### config.mk
export PLATFORM = sky130hd
export DESIGN_NAME = hazard_ctrl
export DESIGN_NICKNAME = d
export VERILOG_FILES = /design/src/rtl/hazard_ctrl_pkg.sv /design/src/rtl/hazard_match.sv /design/src/rtl/hazard_ctrl.sv
export SDC_FILE = /design/constraint.sdc
export NUM_CORES = 1
export LEC_CHECK = 0
export ABC_AREA = 1
export CAP_MARGIN = 20
export CELL_PAD_IN_SITES_DETAIL_PLACEMENT = 0
export CELL_PAD_IN_SITES_GLOBAL_PLACEMENT = 2
export CORE_MARGIN = 2
export CORE_UTILIZATION = 23
export DETAILED_ROUTE_END_ITERATION = 8
export PLACE_DENSITY = 0.81
export SETUP_SLACK_MARGIN = 0.15
export SYNTH_ARGS = -nofsm -noshare
export SYNTH_HDL_FRONTEND = slang
export SYNTH_SLANG_ARGS = --single-unit
### constraint.sdc
create_clock -name clk -period 1.6 [get_ports clk]
set_clock_uncertainty 0.05 [all_clocks]
set_input_delay 0.32 -clock clk [delete_from_list [all_inputs] [get_ports clk]]
set_output_delay 0.32 -clock clk [all_outputs]
set_load 0.02 [all_outputs]
### src/rtl/hazard_ctrl_pkg.sv
// hazard_ctrl_pkg: forward select codes, FSM states and counter width shared by the hazard unit
package hazard_ctrl_pkg;
  localparam int CNT_W = 16;
  localparam logic [1:0] FWD_RF    = 2'd0;
  localparam logic [1:0] FWD_EXMEM = 2'd1;
  localparam logic [1:0] FWD_MEMWB = 2'd2;
  typedef enum logic [1:0] {ST_RUN, ST_STALL, ST_FLUSH} state_t;
  function automatic logic [CNT_W-1:0] sat_inc(input logic [CNT_W-1:0] c);
    return &c ? c : c + 1'b1;
  endfunction
endpackage

### src/rtl/hazard_match.sv
// hazard_match: matches one decode source against the EX/MEM shadow producers and picks its forward source
module hazard_match
  import hazard_ctrl_pkg::*;
(
  input  logic       i_valid,
  input  logic       i_used,
  input  logic [4:0] i_src,
  input  logic [4:0] i_ex_rd,
  input  logic       i_ex_wr,
  input  logic [4:0] i_mem_rd,
  input  logic       i_mem_wr,
  output logic [1:0] o_sel
);
  logic w_live, w_ex_hit, w_mem_hit;
  assign w_live    = i_valid & i_used & (i_src != 5'd0);
  assign w_ex_hit  = w_live & i_ex_wr & (i_ex_rd == i_src);
  assign w_mem_hit = w_live & i_mem_wr & (i_mem_rd == i_src);
  assign o_sel     = w_ex_hit ? FWD_EXMEM : w_mem_hit ? FWD_MEMWB : FWD_RF;
endmodule

### src/rtl/hazard_ctrl.sv
// hazard_ctrl: load-use/RAW stall, redirect flush and forward selects; define HAZARD_FORWARDING_EN to enable forwarding
module hazard_ctrl
  import hazard_ctrl_pkg::*;
(
  input  logic             clk,
  input  logic             reset,
  input  logic             id_valid,
  input  logic [4:0]       id_rs1,
  input  logic [4:0]       id_rs2,
  input  logic             id_rs1_used,
  input  logic             id_rs2_used,
  input  logic [4:0]       id_rd,
  input  logic             id_reg_write,
  input  logic             id_mem_read,
  input  logic             ex_redirect,
  output logic             pc_write_en,
  output logic             if_id_write_en,
  output logic             if_id_flush,
  output logic             id_ex_bubble,
  output logic [1:0]       fwd_a_sel,
  output logic [1:0]       fwd_b_sel,
  output logic [CNT_W-1:0] stall_count,
  output logic [CNT_W-1:0] flush_count
);
  state_t r_state, w_next;
  logic [4:0] r_ex_rd, r_mem_rd;
  logic r_ex_wr, r_mem_wr, w_hazard, w_stall;
  logic [1:0] w_sel_a, w_sel_b;
  logic [CNT_W-1:0] r_stall_cnt, r_flush_cnt;
  hazard_match u_match_a (
    .i_valid(id_valid), .i_used(id_rs1_used), .i_src(id_rs1),
    .i_ex_rd(r_ex_rd), .i_ex_wr(r_ex_wr), .i_mem_rd(r_mem_rd), .i_mem_wr(r_mem_wr),
    .o_sel(w_sel_a)
  );
  hazard_match u_match_b (
    .i_valid(id_valid), .i_used(id_rs2_used), .i_src(id_rs2),
    .i_ex_rd(r_ex_rd), .i_ex_wr(r_ex_wr), .i_mem_rd(r_mem_rd), .i_mem_wr(r_mem_wr),
    .o_sel(w_sel_b)
  );
`ifdef HAZARD_FORWARDING_EN
  logic r_ex_load;
  logic [1:0] r_fwd_a, r_fwd_b;
  assign w_hazard = r_ex_load & ((w_sel_a == FWD_EXMEM) | (w_sel_b == FWD_EXMEM));
  // a bubble entering EX (stall, redirect or reset) carries no forwarding
  always_ff @(posedge clk) begin
    r_ex_load <= ~id_ex_bubble & id_valid & id_mem_read;
    r_fwd_a   <= id_ex_bubble ? FWD_RF : w_sel_a;
    r_fwd_b   <= id_ex_bubble ? FWD_RF : w_sel_b;
  end
  assign fwd_a_sel = r_fwd_a;
  assign fwd_b_sel = r_fwd_b;
`else
  logic w_unused;
  assign w_unused  = id_mem_read;
  assign w_hazard  = (w_sel_a != FWD_RF) | (w_sel_b != FWD_RF);
  assign fwd_a_sel = FWD_RF;
  assign fwd_b_sel = FWD_RF;
`endif
  assign w_stall        = w_hazard & ~ex_redirect & ~reset;
  assign pc_write_en    = ~w_stall;
  assign if_id_write_en = ~w_stall;
  assign if_id_flush    = ex_redirect & ~reset;
  assign id_ex_bubble   = reset | ex_redirect | w_hazard;
  assign stall_count    = r_stall_cnt;
  assign flush_count    = r_flush_cnt;
  always_comb begin
    w_next = ST_RUN;
    w_next = ex_redirect ? ST_FLUSH : (r_state == ST_FLUSH || !w_hazard) ? ST_RUN : ST_STALL;
  end
  always_ff @(posedge clk) begin
    if (reset) begin
      r_state     <= ST_RUN;
      r_ex_rd     <= 5'd0;
      r_ex_wr     <= 1'b0;
      r_mem_rd    <= 5'd0;
      r_mem_wr    <= 1'b0;
      r_stall_cnt <= '0;
      r_flush_cnt <= '0;
    end else begin
      r_state     <= w_next;
      r_ex_rd     <= id_ex_bubble ? 5'd0 : id_rd;
      r_ex_wr     <= ~id_ex_bubble & id_valid & id_reg_write;
      r_mem_rd    <= r_ex_rd;
      r_mem_wr    <= r_ex_wr;
      if (w_stall) r_stall_cnt <= sat_inc(r_stall_cnt);
      if (ex_redirect) r_flush_cnt <= sat_inc(r_flush_cnt);
    end
  end
endmodule

==> metrics.csv <==
stage,metric,value,unit
setup_path,Critical Path RT,1.23,ns
logic_synthesis,Synth area leaders,"dfxtp_1, nand2_1, nor2_1, inv_1, nand4_2",
logic_synthesis,syn avg cell area,6.27,um2
timing,final setup margin,-0.198,ns
timing,Slew Limit Fails,0,
drt,vias,2778,
floorplanning,io pins,63,
floorplanning,chip width,110,um
logic_synthesis,post-synthesis simple-gate area fraction,43.0,%
final_layout,register area,932,um2
timing,Final Hold Vio Count,0,
timing,RSZ-0062 raised after global routing,yes,
timing,Final Cycle Share,112,%
power_and_ir_drop,Power Density,623,nW/um2
floorplanning,Die Span Y,110,um
placement,port bufs,57,
cts,CTS Buf Count,5,
floorplanning,Starting Density,23.7,%
outcome,status,"finished, violations left",
setup_path,Reg2Reg Capture Point,stall_count[3],
logic_synthesis,commonest cells in the netlist,"nand2_1, nor2_1, inv_1",
setup_path,Setup CP Type,flip-flop to output port,
final_layout,Final nets,552,
final_layout,final instance area,4280,um2
timing,final setup vio count,16,
global_route,maximum number of pins on one net before global-route repair,23,
floorplanning,die footprint,12100,um2
cts,CTS tree,yes,
cts,Hold Buf Count CTS,0,
logic_synthesis,largest family of logic cells by synthesized area,simple AND/OR/NAND/NOR gates,
timing,Hold Slack,0.392,ns
timing,post-route minimum period,1.80,ns
setup_path,RR Startpoint,r_ex_rd[2],
logic_synthesis,Yosys top cell by area,dfxtp_1,
global_route,initial antenna violation count,0,
worst_hold_path,worst hold path startpoint,r_ex_wr,
outcome,violated checks,negative setup slack,
logic_synthesis,Synth top area share,34.0,%
drt,DR top layer,met4,
setup_path,R2R Setup Slk,-0.11,ns
cts,clock slew at reported path FFs,0.06,ns
worst_hold_path,HP Class,flip-flop to flip-flop,
logic_synthesis,distinct cell type count after synthesis,35,
drt,vias per inst,4.16,
logic_synthesis,Mapped Cells,413,
setup_path,Reg2Reg Depth,14,
drt,metal3 WL,322,um
drt,drt drc,0,
drt,routed length on met2,3760,um
final_layout,P&R area growth vs syn,65.1,%
power_and_ir_drop,Leak,1.95,nW
global_route,grt ovf,0,
placement,RD Place Congestion,0.806,
cts,clk_lat worst skew,0.28,ns
final_layout,Diodes inserted,0,
drt,DRT Wirelength,7760,um
drt,DRT Pass-1 Iters,4,
setup_path,"critical path fanouts, max",3,
final_layout,filler instances,1178,
cts,clk root buf,clkbuf_16,
logic_synthesis,Synth Area in Adders,0.966,%
logic_synthesis,Main synth FF type,dfxtp_1,
logic_synthesis,"FFs w/ async S/R, synth",0,%
global_route,vias in the first global route,2801,
logic_synthesis,xor-xnor portion of the synthesized cell area,0.338,%
logic_synthesis,post-synthesis compound-gate area fraction,6.96,%
drt,wl on met1,3620,um
drt,Initial DRC Count,82,
logic_synthesis,register area share after synthesis,34.0,%
job,maxcap violations,0,
floorplanning,Core ar.,10900,um2
cts,Max Root-Sink Buffers,2,
logic_synthesis,Syn. warnings,0,
cts,H-tree Lvls,2,
logic_synthesis,synthesized area,2590,um2
drt,average wire per standard cell,11.6,um
placement,DP HPWL,5600,um
logic_synthesis,Post-synth EDFFs,0,
worst_hold_path,hold path cells,2,
floorplanning,std cell rows,38,
final_layout,post-layout util,39.1,%
final_layout,fraction of layout cells with a size suffix above 1,37.6,%
global_route,first-pass GRT wire length,12700,um
logic_synthesis,post-synthesis mux area share,0,%
global_route,gr usage total,13.2,%
drt,antenna violation net count after detailed routing,0,
power_and_ir_drop,"Power, Total",2.66,mW
setup_path,CP Data Arrival Time,1.43,ns
power_and_ir_drop,peak supply drop,0.000384,V
placement,Placed Area,3690,um2
logic_synthesis,synthesis-stage register bit count,44,
final_layout,area of the multi-input gates,1680,um2
cts,clock sink total,44,
worst_hold_path,worst min-delay path endpoint,r_mem_wr,
setup_path,CP Capture Type,output port,
logic_synthesis,most frequent cell after synthesis,nand2_1,
timing,Achievable Freq,556,MHz
setup_path,CP Launch Type,flip-flop,
==> sequential cells by signal (all words and copies together), names as in the netlist <==
register,cells
r_mem_wr,1
r_ex_wr,1
r_ex_rd,5
stall_count,16
flush_count,16
r_mem_rd,5
==> worst max-delay path by stage <==
stage | start | to | slack [ns] | cells after the start
floorplan | stall_count[1] | stall_count[4] | -0.02 | 11
global placement | id_rs1[4] | id_ex_bubble | -1.0 | 10
detailed placement | id_rs1[4] | id_ex_bubble | -0.98 | 10
CTS | r_ex_rd[2] | pc_write_en | -0.23 | 10
global route | r_ex_rd[2] | if_id_write_en | -0.32 | 10
finish | r_ex_rd[2] | if_id_write_en | -0.20 | 10
==> placed cells by master (no fill, tap or decap), drive strengths merged <==
cell type / n
nor3: 9
dlygate4sd2: 28
nand3b: 1
nor3b: 3
o21ai: 11
dfxtp: 44
clkbuf: 14
buf: 62
nand3: 20
inv: 78
a211oi: 1
clkdlybuf4s50: 9
nor4: 2
bufinv: 1
nand2: 116
clkdlybuf4s15: 8
xor2: 1
nor2: 80
o31ai: 1
o21a: 1
ha: 2
o21bai: 7
nand4: 14
conb: 4
a21oi: 10
==> per-layer routing <==
metal / up-vias / GRT usage [%]
met1: 1236 / 16.7
met4: 0 / 2.77
met2: 47 / 23.4
met5: - / 0
li1: 1488 / -
met3: 7 / 2.29
==> through the flow <==
step / std cells / setup WS, ns / setup TNS, ns
2_1_floorplan: 416 / -0.0174 / -0.111
3_3_place_gp: 646 / -0.999 / -18.47
3_5_place_dp: 646 / -0.977 / -18.30
4_1_cts: 662 / -0.230 / -2.19
5_1_grt: 667 / -0.323 / -4.30
6_report: 667 / -0.198 / -1.29
==> power by group <==
group / switching [mW] / internal [mW] / total (mW) / leakage (nW)
clock: 0.437 / 0.824 / 1.26 / 0.0881
combinational: 0.158 / 0.129 / 0.286 / 1.50
sequential: 0.0135 / 1.10 / 1.12 / 0.371
==> critical path, cell delays in order (launching register included) <==
cell and delay [ns]:
dfxtp_2 0.36, inv_2 0.06, nand2_1 0.05, nand2_1 0.06, nor2_2 0.12, nand3_1 0.07
nand2_1 0.08, nand2_2 0.08, nand2_4 0.08, nand2_4 0.06, buf_6 0.13
==> what timing repair did <==
action / 4_1_cts / 5_1_grt
gates cloned: 1 / 0
gates resized for setup: 132 / 67
endpoints found under the setup margin: 73 / 54
pin swaps: 30 / 36
buffers inserted: 8 / 5
==> cell families (layout without fill, tap and decap cells) <==
family	count (synthesis)	count (layout)
other	1	4
xor gates and xnor gates	1	1
adders and majority gates	2	2
AOI/OAI and AO/OA	31	31
DFF	44	44
and+or+nand+nor	245	245
buffers and inverters	89	200
==> area by class of cell <==
| type | count | share of cell area (%) |
|---|---|---|
| Inverter | 78 | 6.96 |
| Timing Repair Buffer | 115 | 23.6 |
| Tap cell | 140 | 4.10 |
| Clock inverter | 1 | 0.702 |
| Clock buffer | 6 | 3.51 |
| Multi-Input combinational cell | 283 | 39.4 |
| Sequential cell | 44 | 21.8 |
Note: power is estimated with default switching activity, not from simulation.
